**src/rtl/pwm_peripheral.sv**
```systemverilog
// 16-pin PWM output stage: a clk prescaler feeds an 8-bit period counter, and
// each pin is off, on, or follows one shared duty level. Optional macro: PWM_SHADOW_EN.
module pwm_peripheral #(
  parameter int unsigned DIV = 13
) (
  input  logic        clk,
  input  logic        rst_n,
  input  logic [7:0]  en_reg_out_7_0,
  input  logic [7:0]  en_reg_out_15_8,
  input  logic [7:0]  en_reg_pwm_7_0,
  input  logic [7:0]  en_reg_pwm_15_8,
  input  logic [7:0]  pwm_duty_cycle,
  output logic [15:0] out,
  output logic        period_start
);

  localparam logic [15:0] DIV_LAST = 16'(DIV - 1);

  logic [15:0] pre_cnt;
  logic        tick;
  logic [7:0]  pwm_cnt;
  logic        wrap;
  logic [7:0]  active_duty;
  logic        level;
  logic [15:0] en_out;
  logic [15:0] en_pwm;
  logic [15:0] out_next;

  assign tick = (pre_cnt == DIV_LAST);

  always_ff @(posedge clk or negedge rst_n) begin
    if (!rst_n)
      pre_cnt <= 16'd0;
    else if (tick)
      pre_cnt <= 16'd0;
    else
      pre_cnt <= pre_cnt + 16'd1;
  end

  // The counter wraps 255 -> 0 on its own; wrap marks that edge.
  assign wrap = tick && (pwm_cnt == 8'hFF);

  always_ff @(posedge clk or negedge rst_n) begin
    if (!rst_n)
      pwm_cnt <= 8'd0;
    else if (tick)
      pwm_cnt <= pwm_cnt + 8'd1;
  end

  always_ff @(posedge clk or negedge rst_n) begin
    if (!rst_n)
      period_start <= 1'b0;
    else
      period_start <= wrap;
  end

`ifdef PWM_SHADOW_EN
  // Duty only changes at a period boundary, so every period is well formed.
  always_ff @(posedge clk or negedge rst_n) begin
    if (!rst_n)
      active_duty <= 8'h00;
    else if (wrap)
      active_duty <= pwm_duty_cycle;
  end
`else
  assign active_duty = pwm_duty_cycle;
`endif

  // 0xFF is special-cased so the top duty value is a true 100%.
  assign level = (active_duty == 8'hFF) || (pwm_cnt < active_duty);

  assign en_out = {en_reg_out_15_8, en_reg_out_7_0};
  assign en_pwm = {en_reg_pwm_15_8, en_reg_pwm_7_0};

  always_comb begin
    out_next = en_out & (~en_pwm | {16{level}});
  end

  always_ff @(posedge clk or negedge rst_n) begin
    if (!rst_n)
      out <= 16'h0000;
    else
      out <= out_next;
  end

endmodule

```
**config.mk**
```make
export PLATFORM = sky130hd
export DESIGN_NAME = pwm_peripheral
export DESIGN_NICKNAME = d
export VERILOG_FILES = /design/src/rtl/pwm_peripheral.sv
export SDC_FILE = /design/constraint.sdc
export NUM_CORES = 1
export LEC_CHECK = 0
export ABC_AREA = 1
export CAP_MARGIN = 15
export CORE_ASPECT_RATIO = 0.8
export CORE_MARGIN = 2
export CORE_UTILIZATION = 52
export DETAILED_ROUTE_END_ITERATION = 10
export GPL_ROUTABILITY_DRIVEN = 1
export GPL_TIMING_DRIVEN = 0
export HOLD_SLACK_MARGIN = 0.08
export PLACE_DENSITY = 0.86
export SETUP_SLACK_MARGIN = 0.1
export SYNTH_ARGS = -nofsm -noshare
export SYNTH_HDL_FRONTEND = slang
export SYNTH_SLANG_ARGS = --single-unit
```
**constraint.sdc**
```tcl
create_clock -name clk -period 3.6 [get_ports clk]
set_input_delay 0.54 -clock clk [delete_from_list [all_inputs] [get_ports clk]]
set_output_delay 0.54 -clock clk [all_outputs]
set_load 0.03 [all_outputs]
```
==> results.toml <==
[synth]
synth_cell_types = 25
async_reset_ff_frac = 1.00
synthTopCellsByCount = "nand2_1 (60), inv_1 (51), dfrtp_1 (41), nand3_1 (27), nor2_1 (18)"
synth.net_count = 309
yosys_most_used_dff = "dfrtp_1"
synth.ff_latch_count = 41
syn-instance-count = 257
synth-edff-count = 0
synth_area_um2 = 2140
synth_warnings = 0
yosysTopAreaCell = "dfrtp_1"
synth_area_leaders = "dfrtp_1 (48%), nand2_1 (11%), inv_1 (8.9%)"
ys_seq_area_frac = 0.480
synth_top_area_frac = 0.480
yosysMostFrequentCell = "nand2_1"
synth_area_per_cell_um2 = 8.33

[setup_path]
crit_top_cell = "nand2_1"
critPathLaunchType = "input pin"
crit_chain = "clkdlybuf4s50_1, inv_1, ha_1, nand2_1, inv_1, nand2_1, nand2_1, nand2_1, nand2_1, buf_4, nand3_1, nand2_1, inv_1"
path_max_fanout = 10
path_delay_family = "buffers and inverters"
arrival_ns = 2.22
max_stage_delay_ns = 0.50
worstPathRequired_ns = 3.80
worstSetupEndpointType = "flop"
slowest_stage = "clkdlybuf4s50_1"
path_buf_inv = 5
worst-setup-path-type = "input pin to flop"

[routing]
wl_per_cell_um = 11.0
drt_wl_total_um = 4180
drt-initial-drc-count = 65
ant_nets = 0
drc = 0
vias = 1779
dr.pass1.iters = 4
vias_per_cell = 4.71

[power_and_ir_drop]
leakage_nw = 1.47
switching_share = 0.222
switchingPower_uw = 211
p_clk_frac = 0.387
power_density_nw_per_um2 = 328
power_uw = 949
combPwrFrac = 0.116
p_int_uw = 738
p_seq_frac = 0.497
ir_worst_vdd_mv = 0.219

[floorplanning]
dieArea_um2 = 4650
core_um2 = 3880
die_w_um = 75.7
pin_count = 59
num_rows = 20
start_util = 0.552
dieHeight_um = 61.4

[finish]
area_growth_pct = 35.3
final_area_um2 = 2900
antennaDiodeCount = 0
layout.cells.non_filler = 378
nets = 374
nFillCells = 286
final_util = 0.746
drive_gt1_frac = 0.0619

[clock_network]
clk_latency_ns = 0.30
cts.hold.buffers_added = 0
clock-sinks = 41
cts-root-buf = "clkbuf_8"
cts_tree = "built"
ctsHtreeMaxLevel = 2
cts_buffer_depth = 2
clkTransAtPathRegs_ns = 0.08
cts_buffers = 5
cts-resized-gates = 0
post_cts_buffers = 0

[sta]
fin_crit_ns = 2.02
max-slew-margin-rel = 0.421
rsz0062_at_grt = "false"
finalHoldViolCount = 0
hold_slack_ns = 0.357
skew_ns = 0.0124
finalSetupTns_ns = 0
setup_viol = 0
fin_crit_sh = 0.562
max_clock_freq_ghz = 0.494
drv_slew = 0
worstMarginPinSlew_ns = 0.868
setup_ws_ns = 1.58

[run_status]
status = "finished, final reports clean"

[grt]
grt_pass1_wl_um = 7490
grt_overflow_total = 0
gr-usage-all-layers = 0.224
antenna_found_initial = 0
grt_pass1_vias = 1783
grt_max_degree = 42

[placement]
io_buffers = 58
place_congestion = 0.794
placed_area_um2 = 2780
dpl.hpwl_um = 3340
place_inst = 370
post-place-ws_ns = 1.25

[flow_run]
cap_viol_max_count = 0

[hold_path]
hold_path.class = "input pin to asynchronous set/reset pin"
-- cell type report --
cell class / instances / area [um2] / area share
clock buffer: 6 / 72.6 / 0.0251
clock inverter: 2 / 38.8 / 0.0134
inverter: 53 / 200 / 0.0691
sequential: 41 / 1030 / 0.354
buffer: 2 / 12.5 / 0.00432
tap: 55 / 68.8 / 0.0238
timing repair buffer: 58 / 576 / 0.199
multi-input combinational: 161 / 901 / 0.311
-- cell usage in the layout (no fill, tap or decap), drive strengths merged, types with 3 or more instances in the layout --
| cell | synthesis | final |
|---|---|---|
| xnor2 | 3 | 3 |
| nand2 | 62 | 62 |
| nand3 | 30 | 30 |
| nor2 | 21 | 21 |
| a21oi | 3 | 3 |
| nand4 | 6 | 6 |
| o21ai | 5 | 5 |
| buf | 2 | 3 |
| xor2 | 13 | 13 |
| ha | 10 | 10 |
| clkinv | 2 | 3 |
| inv | 51 | 51 |
| dfrtp | 41 | 41 |
| nor3 | 5 | 5 |
| clkdlybuf4s50 | 0 | 57 |
| clkbuf | 0 | 6 |
-- kinds of logic after synthesis --
logic type / count (synthesis) / share of synthesized area
and+or+nand+nor: 126 / 0.275
AOI/OAI and AO/OA: 9 / 0.0222
DFF: 41 / 0.480
buffers and inverters: 55 / 0.0994
xor gates and xnor gates: 16 / 0.0655
adders and majority gates: 10 / 0.0585
-- power groups by stage --
| stage | clock (mW) | sequential (mW) | combinational, mW |
|---|---|---|---|
| after floorplan | 0 | 0.501 | 0.0151 |
| after global placement | 0 | 0.481 | 0.111 |
| after detailed placement | 0 | 0.481 | 0.112 |
| after CTS | 0.375 | 0.472 | 0.112 |
| after global routing | 0.393 | 0.473 | 0.122 |
| final | 0.367 | 0.472 | 0.110 |
-- routing by layer --
| layer | track usage | wire [um] |
|---|---|---|
| met1 | 0.266 | 1800 |
| met5 | 0 | 0 |
| met2 | 0.352 | 1860 |
| met3 | 0.0998 | 422 |
| met4 | 0.105 | 90 |
-- final timing paths --
check	startpoint	end	slack, ns	cells after the start
min in group clk	pre_cnt[0]	pre_cnt[0]	0.51	1
max in group asynchronous	rst_n	pre_cnt[11]	2.69	1
min reg2reg	pre_cnt[0]	pre_cnt[0]	0.51	1
max	pwm_duty_cycle[3]	out[7]	1.58	13
min	rst_n	pwm_cnt[3]	0.36	1
max reg2reg	pwm_cnt[3]	out[7]	1.88	11
-- registers in the layout, summed over array words and instances, names as in the netlist --
signal / cells
period_start: 1
pwm_cnt: 8
out: 16
pre_cnt: 16
No activity file was read; power rests on OpenSTA's default activity.
